**src/rtl/uart_pkg.sv**
```systemverilog
// Shared UART definitions: frame FSM states, parity encodings and defaults.
// Used by both the transmit and the receive side of the UART.
package uart_pkg;

    // Parity selection values for the PARITY parameter
    localparam int PARITY_NONE = 0;
    localparam int PARITY_ODD  = 1;
    localparam int PARITY_EVEN = 2;

    // Baud ticks per serial bit when the caller does not override it
    localparam int DEFAULT_OVERSAMPLE = 16;

    // Frame sequencing states, common to TX and RX
    typedef enum logic [2:0] {
        ST_IDLE   = 3'd0,
        ST_START  = 3'd1,
        ST_DATA   = 3'd2,
        ST_PARITY = 3'd3,
        ST_STOP   = 3'd4
    } uart_state_e;

    // Parity bit for up to 9 data bits. Unused upper bits must be zero.
    // Even parity returns the XOR of the data, so the total count of ones
    // (data + parity) is even. Odd parity returns its complement.
    function automatic logic parity_bit(input logic [8:0] data, input int mode);
        logic ones;
        ones = 1'b0;
        for (int i = 0; i < 9; i++) begin
            ones = ones ^ data[i];
        end
        return (mode == PARITY_ODD) ? ~ones : ones;
    endfunction

endpackage

```
**src/rtl/uart_tx_if.sv**
```systemverilog
// Byte handshake between a data source and the UART transmitter.
// The source holds tx_valid and tx_data until tx_ready is seen high.
interface uart_tx_if #(
    parameter int DATA_BITS = 8
);
    logic [DATA_BITS-1:0] tx_data;
    logic                 tx_valid;
    logic                 tx_ready;

    // Data source side
    modport master (
        output tx_data,
        output tx_valid,
        input  tx_ready
    );

    // Transmitter side
    modport slave (
        input  tx_data,
        input  tx_valid,
        output tx_ready
    );
endinterface

```
**src/rtl/uart_tx_bit_timer.sv**
```systemverilog
// Bit period timer: counts oversample ticks and flags the last tick of
// each serial bit. Clearing restarts the count so a new bit period begins
// on the next tick.
module tx_bit_timer
    import uart_pkg::*;
#(
    parameter int OVERSAMPLE = DEFAULT_OVERSAMPLE
) (
    input  logic clk,
    input  logic reset,
    input  logic tick,
    input  logic clear,
    output logic bit_end
);

    localparam int              CW   = $clog2(OVERSAMPLE);
    localparam logic [CW-1:0]   LAST = CW'(OVERSAMPLE - 1);

    logic [CW-1:0] count_q;
    logic [CW-1:0] count_d;

    // A tick arriving while clear is held is discarded, not counted
    assign bit_end = tick && !clear && (count_q == LAST);

    // Next count: hold, clear, or advance/wrap on tick
    always_comb begin
        count_d = count_q;
        if (clear) begin
            count_d = '0;
        end else if (tick) begin
            if (count_q == LAST) begin
                count_d = '0;
            end else begin
                count_d = count_q + 1'b1;
            end
        end
    end

    // Counter register
    always_ff @(posedge clk or posedge reset) begin
        if (reset) begin
            count_q <= '0;
        end else begin
            count_q <= count_d;
        end
    end

endmodule

```
**src/rtl/uart_tx.sv**
```systemverilog
// UART transmitter: accepts a word over a valid/ready handshake and sends
// start bit, DATA_BITS data bits LSB first, optional parity bit and
// STOP_BITS stop bits, each lasting OVERSAMPLE baud ticks. The line and
// handshake outputs are registered so tx never glitches.
module uart_tx
    import uart_pkg::*;
#(
    parameter int DATA_BITS  = 8,
    parameter int PARITY     = PARITY_NONE,
    parameter int STOP_BITS  = 1,
    parameter int OVERSAMPLE = DEFAULT_OVERSAMPLE
) (
    input  logic     clk,
    input  logic     reset,
    input  logic     tick,
    uart_tx_if.slave bus,
    output logic     tx,
    output logic     tx_busy
);

    // Bit index covers up to 9 data bits and up to 2 stop bits
    localparam logic [3:0] LAST_DATA = 4'(DATA_BITS - 1);
    localparam logic [3:0] LAST_STOP = 4'(STOP_BITS - 1);

    uart_state_e          state_q,   state_d;
    logic [DATA_BITS-1:0] shift_q,   shift_d;
    logic                 parity_q,  parity_d;
    logic [3:0]           bit_idx_q, bit_idx_d;
    logic                 tx_q,      tx_d;
    logic                 ready_q,   ready_d;
    logic                 busy_q,    busy_d;

    logic accept;
    logic bit_end;
    logic timer_clear;

    assign accept      = bus.tx_valid && ready_q;
    // Holding the timer clear while idle drops any tick in the accept cycle,
    // so the start bit is timed from the edge that drives tx low.
    assign timer_clear = (state_q == ST_IDLE);

    tx_bit_timer #(
        .OVERSAMPLE (OVERSAMPLE)
    ) u_bit_timer (
        .clk     (clk),
        .reset   (reset),
        .tick    (tick),
        .clear   (timer_clear),
        .bit_end (bit_end)
    );

    // Frame sequencing, shift register and parity, plus output values
    // derived from the next state so they register alongside it
    always_comb begin
        state_d   = state_q;
        shift_d   = shift_q;
        parity_d  = parity_q;
        bit_idx_d = bit_idx_q;

        case (state_q)
            ST_IDLE: begin
                if (accept) begin
                    shift_d   = bus.tx_data;
                    parity_d  = parity_bit(9'(bus.tx_data), PARITY);
                    bit_idx_d = '0;
                    state_d   = ST_START;
                end
            end
            ST_START: begin
                if (bit_end) begin
                    bit_idx_d = '0;
                    state_d   = ST_DATA;
                end
            end
            ST_DATA: begin
                if (bit_end) begin
                    shift_d = shift_q >> 1;
                    if (bit_idx_q != LAST_DATA) begin
                        bit_idx_d = bit_idx_q + 4'd1;
                    end else begin
                        bit_idx_d = '0;
                        state_d   = (PARITY != PARITY_NONE) ? ST_PARITY : ST_STOP;
                    end
                end
            end
            ST_PARITY: begin
                if (bit_end) begin
                    bit_idx_d = '0;
                    state_d   = ST_STOP;
                end
            end
            ST_STOP: begin
                if (bit_end) begin
                    if (bit_idx_q != LAST_STOP) begin
                        bit_idx_d = bit_idx_q + 4'd1;
                    end else begin
                        bit_idx_d = '0;
                        state_d   = ST_IDLE;
                    end
                end
            end
            default: begin
                state_d = ST_IDLE;
            end
        endcase

        case (state_d)
            ST_START:  tx_d = 1'b0;
            ST_DATA:   tx_d = shift_d[0];
            ST_PARITY: tx_d = parity_d;
            default:   tx_d = 1'b1;
        endcase

        ready_d = (state_d == ST_IDLE);
        busy_d  = (state_d != ST_IDLE);
    end

    // FSM and registered outputs; reset abandons any frame in flight
    always_ff @(posedge clk or posedge reset) begin
        if (reset) begin
            state_q   <= ST_IDLE;
            shift_q   <= '0;
            parity_q  <= 1'b0;
            bit_idx_q <= '0;
            tx_q      <= 1'b1;
            ready_q   <= 1'b1;
            busy_q    <= 1'b0;
        end else begin
            state_q   <= state_d;
            shift_q   <= shift_d;
            parity_q  <= parity_d;
            bit_idx_q <= bit_idx_d;
            tx_q      <= tx_d;
            ready_q   <= ready_d;
            busy_q    <= busy_d;
        end
    end

    assign tx           = tx_q;
    assign tx_busy      = busy_q;
    assign bus.tx_ready = ready_q;

endmodule

```
**src/flat_wrapper.sv**
```systemverilog
// flat-port wrapper written by rule: the top's interface ports become plain ports
module uart_tx_flat import uart_pkg::*;
#(
    parameter int DATA_BITS  = 8,
    parameter int PARITY     = PARITY_NONE,
    parameter int STOP_BITS  = 1,
    parameter int OVERSAMPLE = DEFAULT_OVERSAMPLE
)
  (clk, reset, tick, tx, tx_busy, bus_tx_data, bus_tx_valid, bus_tx_ready);
  uart_tx_if #(.DATA_BITS(DATA_BITS)) bus_i ();
  input  logic clk;
  input  logic reset;
  input  logic tick;
  output logic tx;
  output logic tx_busy;
  input wire logic [$bits(bus_i.tx_data)-1:0] bus_tx_data;
  input wire logic [$bits(bus_i.tx_valid)-1:0] bus_tx_valid;
  output wire logic [$bits(bus_i.tx_ready)-1:0] bus_tx_ready;
  assign bus_i.tx_data = bus_tx_data;
  assign bus_i.tx_valid = bus_tx_valid;
  assign bus_tx_ready = bus_i.tx_ready;
  uart_tx #(.DATA_BITS(DATA_BITS), .PARITY(PARITY), .STOP_BITS(STOP_BITS), .OVERSAMPLE(OVERSAMPLE)) u_core (.clk(clk), .reset(reset), .tick(tick), .bus(bus_i), .tx(tx), .tx_busy(tx_busy));
endmodule
```
**config.mk**
```make
export PLATFORM = sky130hd
export DESIGN_NAME = uart_tx_flat
export DESIGN_NICKNAME = d
export VERILOG_FILES = /design/src/rtl/uart_pkg.sv /design/src/rtl/uart_tx_if.sv /design/src/rtl/uart_tx_bit_timer.sv /design/src/rtl/uart_tx.sv /design/src/flat_wrapper.sv
export SDC_FILE = /design/constraint.sdc
export NUM_CORES = 1
export LEC_CHECK = 0
export CAP_MARGIN = 20
export CELL_PAD_IN_SITES_DETAIL_PLACEMENT = 0
export CELL_PAD_IN_SITES_GLOBAL_PLACEMENT = 1
export CORE_MARGIN = 2
export CORE_UTILIZATION = 38
export CTS_CLUSTER_SIZE = 28
export DETAILED_ROUTE_END_ITERATION = 6
export HOLD_SLACK_MARGIN = 0.12
export MAX_ROUTING_LAYER = met4
export PLACE_DENSITY_LB_ADDON = 0.08
export SYNTH_ARGS = -nofsm -noshare
export SYNTH_HDL_FRONTEND = slang
export SYNTH_SLANG_ARGS = --single-unit
```
**constraint.sdc**
```tcl
create_clock -name clk -period 1.5 [get_ports clk]
set_input_delay 0.45 -clock clk [delete_from_list [all_inputs] [get_ports clk]]
set_output_delay 0.45 -clock clk [all_outputs]
set_load 0.02 [all_outputs]
```
==> results.py <==
metrics = {
    "finish": {
        "fill_cells": 277,
        "drive_gt1_frac": 0.436,
        "nets": 195,
        "final_common_cell": "buf_4",
        "final_cell_mix": "buf_4, dfrtp_1, clkdlybuf4s50_1",
        "syn2layout_area_growth_pct": 51.4,
        "n_antenna_cell": 0,
    },
    "grt": {
        "overflow": 0,
        "grt_max_degree": 24,
        "antenna_found_initial": 0,
        "grt_pass1_vias": 1013,
        "grt_pass1_wl_um": 4600,
        "track_usage": 0.173,
    },
    "cts": {
        "cts_buffer_depth": 2,
        "worstSkewPairLatency_ps": 310,
        "cts-root-buf": "clkbuf_4",
        "cts.sinks": 23,
        "cts_tree": "built",
        "clk_pin_slew_worst_paths_ps": 140,
        "cts.htree.levels": 1,
        "numCtsBuffers": 3,
    },
    "floorplanning": {
        "coreArea_mm2": 0.00305,
        "rows": 20,
        "die_w_um": 60.7,
        "io_pins": 15,
        "die-area_mm2": 0.00369,
        "initial_core_util": 0.400,
        "die_y_um": 60.7,
    },
    "sta": {
        "rsz0062_at_grt": "yes",
        "setup_tns_ps": -1130,
        "maxSlewViolCount": 0,
        "finalSetupViolCount": 13,
        "timing.final.hold_violations": 0,
        "worst_slack_ps": -187,
        "worst_pin_slew_ps": 286,
        "fmax_mhz": 593,
        "finClkSkew_ps": 10.8,
        "period_share": 1.12,
        "relSlewSlack": 0.807,
        "period_minus_slack_ps": 1690,
    },
    "placement": {
        "gp_congestion": 0.806,
        "dp.final_hpwl_um": 1970,
        "dp_slack_ps": -444,
        "port_buffers": 14,
    },
    "drt": {
        "wl_per_cell_um": 12.8,
        "initialDrtViolationCount": 39,
        "dr_total_vias": 1093,
        "ant_nets": 0,
        "vias_per_cell": 4.90,
        "detail_route.first_pass.iterations": 2,
        "drc": 0,
        "wl_um": 2860,
    },
    "worst_setup_path": {
        "crit_path_start": "u_core.bit_idx_q[0]$_DFFE_PP0P_",
        "r2r_end": "u_core.bit_idx_q[3]$_DFFE_PP0P_",
        "reg2reg_depth": 7,
        "rrSetupSlack_ps": -190,
        "path_max_fanout": 3,
        "cp.required_ps": 1710,
        "end_kind": "flip-flop",
        "r2r-start": "u_core.bit_idx_q[0]$_DFFE_PP0P_",
        "critPathCapture": "u_core.bit_idx_q[3]$_DFFE_PP0P_",
        "critPathArrivalTime_ps": 1890,
        "criticalPathCategory": "flip-flop to flip-flop",
        "crit_path_start_kind": "flip-flop",
    },
    "yosys": {
        "synth_seq_cells": 23,
        "synthCells": 124,
        "synthDistinctLibCells": 44,
        "yosys_warnings": 0,
        "syn_area_per_cell_um2": 9.86,
        "ys_seq_area_frac": 0.473,
        "synth_nets": 139,
        "syn_area_mm2": 0.00122,
    },
    "outcome": {
        "status": "complete, but fails checks",
        "violations": "setup timing",
    },
    "pwr": {
        "ir_drop_v": 0.000536,
        "p_per_area_mw_per_mm2": 987,
        "power.leakage_nw": 0.835,
    },
    "min_path": {
        "hold_class": "input port to asynchronous set/reset pin",
    },
    "flow_run": {
        "drv_cap": 0,
    },
}
## cell type report
type                            instances  area (um^2)  share of cell area
Multi-Input combinational cell         91          697               0.377
Sequential cell                        23          579               0.313
Timing Repair Buffer                   55          469               0.254
Tap cell                               44         55.1              0.0297
Clock buffer                            3         22.5              0.0122
Inverter                                6         22.5              0.0122
Clock inverter                          1         5.00             0.00270
## through the flow
stage,instance area (um^2),power (mW),instances,hold slack [ps],util
after global placement,1640,1.35,209,459,0.536
after floorplan,1250,1.09,124,445,-
after CTS,1790,1.79,221,458,0.585
after global routing,1850,1.96,223,485,0.606
final,1850,1.83,223,454,0.606
after detailed placement,1640,1.37,209,464,0.536
## state kept, by name, indices dropped and copies added (netlist names)
| signal | cells |
|---|---|
| u_core.parity_q | 1 |
| u_core.tx_busy | 1 |
| u_core.bit_idx_q | 4 |
| u_core.bus.tx_ready | 1 |
| u_core.shift_q | 8 |
| u_core.tx | 1 |
| u_core.state_q | 3 |
| u_core.u_bit_timer.count_q | 4 |
## power by group
part	switching (mW)	internal, mW	total, mW	leakage [nW]
combinational	0.310	0.440	0.750	0.534
sequential	0.0731	0.711	0.784	0.283
clock	0.192	0.0995	0.291	0.0177
total	0.575	1.25	1.83	0.835
## cells by family after synthesis
logic type / after synthesis / synth area share
flip-flops: 23 / 0.473
multiplexers: 2 / 0.0174
AND/OR/NAND/NOR: 48 / 0.201
AO/OA/AOI/OAI: 29 / 0.173
buffers and inverters: 10 / 0.0409
adder cells (fa/ha/maj): 3 / 0.0307
XOR/XNOR: 9 / 0.0645
## Yosys cell counts, drive strengths merged
cell type / number / area (um^2)
o32ai: 1 / 8.76
nand3: 3 / 15.0
or3b: 2 / 17.5
o21bai: 1 / 7.51
and2: 2 / 12.5
nor4: 1 / 6.26
a21o: 1 / 7.51
a22oi: 7 / 52.6
inv: 6 / 22.5
a311oi: 1 / 8.76
a41oi: 1 / 8.76
mux2: 1 / 11.3
buf: 3 / 23.8
xnor2: 7 / 61.3
clkbuf: 1 / 3.75
and3: 1 / 6.26
or3: 2 / 12.5
o2bb2a: 1 / 20.0
dfstp: 2 / 52.6
nand2: 18 / 67.6
dfrtp: 21 / 526
xor2: 2 / 17.5
o22ai: 1 / 6.26
nand3b: 3 / 22.5
a21oi: 5 / 25.0
nand2b: 2 / 12.5
nor2: 10 / 40.0
nor3: 3 / 26.3
o211ai: 1 / 7.51
ha: 3 / 37.5
a211o: 1 / 8.76
nand4: 1 / 6.26
o21ai: 6 / 33.8
a211oi: 1 / 7.51
mux2i: 1 / 10.0
a22o: 1 / 8.76
## how the worst min path moves through the flow
stage	to	cells after the start	slack, ps	from
after floorplan	u_core.bit_idx_q[0]$_DFFE_PP0P_	1	450	reset
after global placement	u_core.shift_q[6]$_DFFE_PP0P_	2	460	u_core.shift_q[6]$_DFFE_PP0P_
after detailed placement	u_core.shift_q[2]$_DFFE_PP0P_	2	460	u_core.shift_q[2]$_DFFE_PP0P_
after CTS	u_core.u_bit_timer.count_q[1]$_DFFE_PP0P_	3	460	reset
after global routing	u_core.u_bit_timer.count_q[1]$_DFFE_PP0P_	3	480	reset
final	u_core.u_bit_timer.count_q[1]$_DFFE_PP0P_	3	450	reset
## worst max-delay path, stage by stage, from the launching register on
cell	delay, ps
dfrtp_1	410
inv_2	60
ha_1	130
or3b_4	370
nand3b_1	120
a21o_1	180
nor2_1	50
a211o_1	250
## per-layer routing
| layer | share of wire | track usage | vias up | routed length [um] |
|---|---|---|---|---|
| met4 | 0.0028 | 0.0466 | 0 | 8 |
| li1 | - | - | 552 | - |
| met3 | 0.020 | 0.0256 | 2 | 56 |
| met2 | 0.50 | 0.276 | 9 | 1420 |
| met5 | 0 | - | - | 0 |
| met1 | 0.48 | 0.229 | 530 | 1370 |
## what timing repair did
action                     4_1_cts  5_1_grt
hold buffers                     0        0
resized for setup               26       16
buffers inserted                 8        2
setup endpoints to repair       12       17
pin swaps                       17        5
No activity file was read; power rests on OpenSTA's default activity.
